### config.mk
export PLATFORM = sky130hd
export DESIGN_NAME = lbist_engine
export DESIGN_NICKNAME = d
export VERILOG_FILES = /design/src/rtl/lbist_pkg.sv /design/src/rtl/lbist_lfsr.sv /design/src/rtl/lbist_engine.sv
export SDC_FILE = /design/constraint.sdc
export NUM_CORES = 1
export LEC_CHECK = 0
export ABC_CLOCK_PERIOD_IN_PS = 4200
export BUFFER_PORTS_ARGS = -buffer_cell sky130_fd_sc_hd__buf_2
export CAP_MARGIN = 20
export CORE_MARGIN = 2
export CORE_UTILIZATION = 35
export CTS_BUF_LIST = sky130_fd_sc_hd__clkbuf_4
export DETAILED_ROUTE_END_ITERATION = 16
export SLEW_MARGIN = 20
export SYNTH_ARGS = -nofsm -noshare
export SYNTH_HDL_FRONTEND = slang
export SYNTH_SLANG_ARGS = --single-unit
### constraint.sdc
create_clock -name CK -period 4.2 [get_ports CK]
set_input_delay 0.42 -clock CK [delete_from_list [all_inputs] [get_ports CK]]
set_output_delay 0.42 -clock CK [all_outputs]
set_load 0.03 [all_outputs]
### src/rtl/lbist_pkg.sv
// Shared types and the Galois LFSR step used by the logic BIST engine.
package lbist_pkg;

   typedef enum logic [1:0] {
      StIdle,
      StLoad,
      StRun,
      StDone
   } state_e;

   localparam int unsigned MaxWidth = 32;

   // Operands are zero-extended to MaxWidth; callers truncate the result back.
   function automatic logic [MaxWidth-1:0] galois_step(input logic [MaxWidth-1:0] x,
                                                       input logic [MaxWidth-1:0] poly);
      return (x >> 1) ^ (x[0] ? poly : '0);
   endfunction

endpackage

### src/rtl/lbist_lfsr.sv
// Galois LFSR with parallel load and XOR injection; serves as PRPG (inject=0) or MISR.
module lbist_lfsr
   import lbist_pkg::*;
#(
   parameter int unsigned      WIDTH = 8,
   parameter logic [WIDTH-1:0] POLY  = WIDTH'(8'hB8)
) (
   input  logic             clk,
   input  logic             reset,
   input  logic             load,
   input  logic [WIDTH-1:0] load_val,
   input  logic             en,
   input  logic [WIDTH-1:0] inject,
   output logic [WIDTH-1:0] q
);

   logic [WIDTH-1:0] q_q, q_d;

   always_comb begin
      q_d = q_q;
      if (load) begin
         q_d = load_val;
      end else if (en) begin
         q_d = WIDTH'(galois_step(MaxWidth'(q_q), MaxWidth'(POLY))) ^ inject;
      end
   end

   always_ff @(posedge clk) begin
      if (reset) begin
         q_q <= '0;
      end else begin
         q_q <= q_d;
      end
   end

   assign q = q_q;

endmodule

### src/rtl/lbist_engine.sv
// Logic BIST controller: seeds a PRPG, compacts CUT responses in a MISR, compares to golden.
module lbist_engine
   import lbist_pkg::*;
#(
   parameter int unsigned      WIDTH      = 8,
   parameter logic [WIDTH-1:0] POLY       = WIDTH'(8'hB8),
   parameter int unsigned      N_PATTERNS = 255
) (
   input  logic             CK,
   input  logic             reset,
   input  logic             start,
   input  logic             abort,
   input  logic [WIDTH-1:0] seed,
   input  logic [WIDTH-1:0] golden,
   input  logic [WIDTH-1:0] cut_resp,
   output logic [WIDTH-1:0] prpg_out,
   output logic [WIDTH-1:0] signature,
   output logic             busy,
   output logic             done,
   output logic             pass
);

   localparam int unsigned     CntW    = $clog2(N_PATTERNS + 1);
   localparam logic [CntW-1:0] LastCnt = CntW'(N_PATTERNS - 1);

   state_e           state_q, state_d;
   logic [CntW-1:0]  cnt_q, cnt_d;
   logic             pass_q, pass_d;
   logic [WIDTH-1:0] seed_q, seed_d;
   logic             lfsr_load, lfsr_en;
   logic [WIDTH-1:0] misr_next;

   // MISR value the final RUN edge will produce, so pass is valid on DONE entry.
   assign misr_next = WIDTH'(galois_step(MaxWidth'(signature), MaxWidth'(POLY))) ^ cut_resp;

   always_comb begin
      state_d   = state_q;
      cnt_d     = cnt_q;
      pass_d    = pass_q;
      seed_d    = seed_q;
      lfsr_load = 1'b0;
      lfsr_en   = 1'b0;
      unique case (state_q)
         StIdle, StDone: begin
            if (start) begin
               state_d = StLoad;
               pass_d  = 1'b0;
               seed_d  = (seed == '0) ? WIDTH'(1) : seed;
            end
         end
         StLoad: begin
            if (abort) begin
               state_d = StIdle;
               pass_d  = 1'b0;
            end else begin
               lfsr_load = 1'b1;
               cnt_d     = '0;
               state_d   = StRun;
            end
         end
         StRun: begin
            if (abort) begin
               state_d = StIdle;
               pass_d  = 1'b0;
            end else begin
               lfsr_en = 1'b1;
               cnt_d   = cnt_q + CntW'(1);
               if (cnt_q == LastCnt) begin
                  state_d = StDone;
                  pass_d  = (misr_next == golden);
               end
            end
         end
         default: state_d = StIdle;
      endcase
   end

   always_ff @(posedge CK) begin
      if (reset) begin
         state_q <= StIdle;
         cnt_q   <= '0;
         pass_q  <= 1'b0;
         seed_q  <= '0;
      end else begin
         state_q <= state_d;
         cnt_q   <= cnt_d;
         pass_q  <= pass_d;
         seed_q  <= seed_d;
      end
   end

   lbist_lfsr #(
      .WIDTH (WIDTH),
      .POLY  (POLY)
   ) u_prpg (
      .clk      (CK),
      .reset    (reset),
      .load     (lfsr_load),
      .load_val (seed_q),
      .en       (lfsr_en),
      .inject   ({WIDTH{1'b0}}),
      .q        (prpg_out)
   );

   lbist_lfsr #(
      .WIDTH (WIDTH),
      .POLY  (POLY)
   ) u_misr (
      .clk      (CK),
      .reset    (reset),
      .load     (lfsr_load),
      .load_val ({WIDTH{1'b0}}),
      .en       (lfsr_en),
      .inject   (cut_resp),
      .q        (signature)
   );

   assign busy = (state_q == StLoad) || (state_q == StRun);
   assign done = (state_q == StDone);
   assign pass = pass_q;

endmodule
# After elaboration in Yosys (flattened, before gate mapping)
# Index checks and enable logic that the tools add are counted.
# Widths: inputs -> output; s select.
# totals
ff_bits	35
latch_bits	0
mem_bits_rw	0
rom_bits	0
input_bits	28
mem_count	0
# op_classes
add_sub_neg	1
mul	0
div_mod_pow	0
order_cmp	0
eq_ne	10
n_shift	0
mux	21
bitwise_logic	3
reduce_logical	11
# op_table
cell	n
$mux 8	7
$pmux 8 s2	1
$xor 7x8->8	2
$add 8x1->8 const B	1
$eq 8x8->1	1
$eq 8x8->1 const B	1
$logic_not 8->1	1
$mux 2	4
$ne 2x2->1 const B	4
$xor 8x8->8	1
$mux 1	7
$pmux 2 s3	1
$reduce_and 3->1	2
$eq 2x2->1 const B	2
$reduce_and 2->1	2
$reduce_bool 2->1	2
$reduce_or 2->1	2
$ne 3x3->1 const B	1
$pmux 1 s3	1
$eq 2x1->1 const B	1
$logic_not 2->1	1
$logic_or 1x1->1	1

# Logic depth before layout (Yosys ltp)
# depth
depth_word	7
ltp_mapped	7
ltp_nobuf	6

# Hierarchy
# From an unflattened synthesis, not the netlist that was laid out.
# hier_totals
cells_unflattened	240
area_unflattened_um2	2058.2
# by_module_without_submodules
mod	n_inst	cells_per_inst	area_each_um2	seq_area_each_um2
lbist_engine	1	132	1079.8	380.4
lbist_lfsr	2	54	489.2	160.2

# Least setup slack after synthesis
# No wires, ideal clock.
# synth_path
path_type	register -> register
startpoint	register u_misr.q_q[5] (netlist: u_misr.q[5])
endpoint	register pass_q (netlist: pass)
arrival_ns	1.651
t_required_ns	4.113
path_slack_ns	2.462
stages_incl_launch_ff	5
n_path_buf	0
cell_sequence	dfxtp_1 xor3_1 a2111oi_0 a41oi_1 o31ai_1
# synth_between
elab_chain_len	6
# synth_lines
item	line	text
from (decl)	lbist_lfsr.sv:17	logic [WIDTH-1:0] q_q, q_d;
from (signal assigned)	lbist_lfsr.sv:32	q_q <= q_d;
$xor 7x8->8	lbist_pkg.sv:16	return (x >> 1) ^ (x[0] ? poly : '0);
$xor 8x8->8	lbist_engine.sv:34	assign misr_next = WIDTH'(galois_step(MaxWidth'(signature), MaxWidth'(POLY))) ^ cut_resp;
$eq 8x8->1	lbist_engine.sv:70	pass_d = (misr_next == golden);
$mux 1	lbist_engine.sv:68	if (cnt_q == LastCnt) begin
$mux 1	lbist_engine.sv:62	if (abort) begin
$pmux 1 s3	lbist_engine.sv:43	unique case (state_q)
to (signal assigned)	lbist_engine.sv:87	pass_q <= pass_d;
to (decl)	lbist_engine.sv:28	logic pass_q, pass_d;
# Every way passes these cells. The select of a mux whose other input is x is not followed.
# A chain may end at the register's enable or synchronous reset.

# Worst setup path after layout
# layout_path
startpoint	register state_q[1]
endpoint	register pass_q (netlist: pass)
# layout_between
elab_chain_len	4
elab_cells_between_ends	10
classes_between	6 x eq/ne; 1 x mux; 3 x reduce/logical
# layout_lines
item	line	text
from (decl)	lbist_engine.sv:26	state_e state_q, state_d;
from (signal assigned)	lbist_engine.sv:80	state_q <= StIdle;
from (signal assigned)	lbist_engine.sv:85	state_q <= state_d;
$eq 2x2->1 or $logic_not 2->1 (tied branches)	lbist_engine.sv:43	
$reduce_or 2->1	lbist_engine.sv:43	
$ne 2x2->1 (no line)	n/a	
$reduce_and 3->1 (no line)	n/a	
# Several ways; a longest one is shown, not always the timed one.

==> results.sh <==
export IMPL_wl_met3_um=201
export IMPL_dr_first_iter_drc_count=48
export IMPL_arrival_ns=2.56
export IMPL_routabilityCongestion=0.734
export IMPL_synth_top_flop_cell="dfxtp_1"
export IMPL_worst_pin_slew_ns=0.652
export IMPL_post_dp_hpwl_um=3230
export IMPL_root_buffer="clkbuf_4"
export IMPL_start_util_pct=36.9
export IMPL_ys_ff_latch=35
export IMPL_post_cts_buffers=0
export IMPL_grt_pass1_vias=1608
export IMPL_ir_drop_uv=167
export IMPL_fin_crit_ns=2.32
export IMPL_clock_latency_ns=0.33
export IMPL_setup_slack_ns=1.88
export IMPL_max_cap_violations=0
export IMPL_grt_max_degree=21
export IMPL_synthArstFlopShare_pct=0
export IMPL_port_buffers=46
export IMPL_cts_resized=0
export IMPL_crit_type="reg2reg"
export IMPL_final_util_pct=43.2
export IMPL_synth_cell_types=46
export IMPL_cts_hold_buf=0
export IMPL_worstPathRequired_ns=4.44
export IMPL_hold_viol_final=0
export IMPL_fin_skew_ns=0.00133
export IMPL_viasPerCell=5.00
export IMPL_cts_made_buffers=5
export IMPL_drv_slew=0
export IMPL_ctsHtreeMaxLevel=2
export IMPL_dieHeight_um=77.8
export IMPL_multi_input_area_um2=1120
export IMPL_antenna_found_initial=0
export IMPL_ys_seq_area_share_pct=36.7
export IMPL_drt_met1_wl_um=2060
export IMPL_cellPowerDensity_nw_per_um2=310
export IMPL_synth_edf_count=0
export IMPL_synth_nets=253
export IMPL_clock_sinks=35
export IMPL_die_x_um=77.8
export IMPL_setup_viol=0
export IMPL_num_rows=26
export IMPL_post_route_drc_count=0
export IMPL_grt_pass1_wl_um=7400
export IMPL_dp_slack_ns=1.90
export IMPL_core_um2=5170
export IMPL_rsz0062_at_grt="no"
export IMPL_cts_tree="yes"
export IMPL_layout_nets=295
export IMPL_fp_dieArea_um2=6050
export IMPL_cts_reportedPaths_clkPinSlew_ns=0.10
export IMPL_worstPathMaxFanout=18
export IMPL_startpoint_type="flip-flop"
export IMPL_period_share_pct=55.1
export IMPL_dr_pass1_iters=4
export IMPL_status="completed"
export IMPL_wl_um=4430
export IMPL_drive_gt1_share_pct=24.7
export IMPL_clockBufferDepth=2
export IMPL_seqCellArea_um2=701
export IMPL_grt_use_total_pct=15.0
export IMPL_wl_per_cell_um=13.3
export IMPL_syn_area_um2=1910
export IMPL_yosysWarningCount=0
export IMPL_endpoint_kind="flip-flop"
export IMPL_hp_class="in2reg"
export IMPL_area_growth_pct=17.2
export IMPL_tns_ns=0
export IMPL_synth_cells=220
export IMPL_wl_met2_um=2130
export IMPL_fmax_mhz=432
export IMPL_grt_overflow=0
export IMPL_relSlewSlack_pct=56.3
export IMPL_dr_max_layer_used="met4"
export IMPL_ios=47
export IMPL_avgSynthCellArea_um2=8.67
export IMPL_vias=1665
export IMPL_diodes=0
export IMPL_antenna_left=0
export IMPL_fillCellCount=552
export IMPL_p_leak_nw=0.930
[power by group]
group | internal [mW] | switching (mW)
Combinational | 0.0603 | 0.0900
Sequential | 0.348 | 0.0140
Clock | 0.0685 | 0.112
Total | 0.477 | 0.216
[critical path, stage by stage (launching register included)]
cell	delay (ns)
dfxtp_1	0.40
ha_1	0.50
nor2b_1	0.19
buf_4	0.23
o2111ai_1	0.14
or4_1	0.54
o31ai_1	0.23
[through the flow]
step | cell area [µm²] | total power, mW | std cells | hold slack, ns
5_1_grt | 2230 | 0.735 | 333 | 0.320
6_report | 2230 | 0.693 | 333 | 0.324
3_5_place_dp | 2180 | 0.520 | 325 | 0.450
4_1_cts | 2230 | 0.700 | 333 | 0.311
3_3_place_gp | 2180 | 0.519 | 325 | 0.443
2_1_floorplan | 1910 | 0.474 | 220 | 0.436
[layout make-up]
type | instances | share of cell area, %
Multi-Input combinational cell | 163 | 50.1
Sequential cell | 35 | 31.4
Timing Repair Buffer | 47 | 10.6
Tap cell | 70 | 3.92
Clock buffer | 6 | 2.02
Inverter | 10 | 1.68
Clock inverter | 2 | 0.336
[metal layers]
| metal | GRT usage (%) | vias to the layer above |
|---|---|---|
| li1 | - | 853 |
| met1 | 18.5 | 769 |
| met2 | 25.8 | 39 |
| met3 | 3.37 | 4 |
| met4 | 5.00 | 0 |
| met5 | 0 | - |
[final timing paths]
| check | cells after the start | slack [ns] | startpoint | endpoint |
|---|---|---|---|---|
| setup reg to reg | 6 | 1.88 | state_q[1] | pass |
| hold reg to reg | 2 | 0.46 | seed_q[5] | seed_q[5] |
| hold / removal | 3 | 0.32 | seed[2] | seed_q[2] |
| setup / recovery | 6 | 1.88 | state_q[1] | pass |
[cells by family after synthesis]
| kind of cell | share of synthesized area (%) |
|---|---|
| DFF | 36.7 |
| AOI/OAI and AO/OA | 18.6 |
| buffers and inverters | 4.59 |
| and+or+nand+nor | 18.6 |
| muxes | 3.48 |
| xor gates and xnor gates | 14.6 |
| adders and majority gates | 3.28 |
[placed cells by master, fill, tap and decap left out, types with 5 or more instances in the layout]
cell,netlist,final
dfxtp_1,35,35
mux2_2,5,5
nor2_1,19,19
ha_1,5,5
o21ai_0,6,6
inv_1,9,9
xnor2_1,13,13
nand2_1,33,33
a211oi_1,6,6
buf_2,1,46
clkbuf_4,0,6
a21oi_1,21,21
[flip-flops by register name, indices dropped and copies added (netlist names)]
register / count
cnt_q: 8
pass: 1
seed_q: 8
state_q: 2
u_misr.q: 8
u_prpg.q: 8
[Yosys cell counts, types with 3 or more instances]
library cell / n / area, µm²
o21ai_0: 6 / 30.0
xnor3_1: 3 / 67.6
dfxtp_1: 35 / 701
o221a_2: 4 / 45.0
nand2b_1: 3 / 18.8
ha_1: 5 / 62.6
o21a_1: 3 / 22.5
nor2_1: 19 / 71.3
inv_1: 9 / 33.8
xnor2_1: 13 / 114
a211oi_1: 6 / 45.0
clkbuf_1: 9 / 33.8
mux2_2: 5 / 56.3
nand3_1: 3 / 15.0
nand2_1: 33 / 124
nor3b_1: 4 / 30.0
a21oi_1: 21 / 105
No activity file was read; power rests on OpenSTA's default activity.
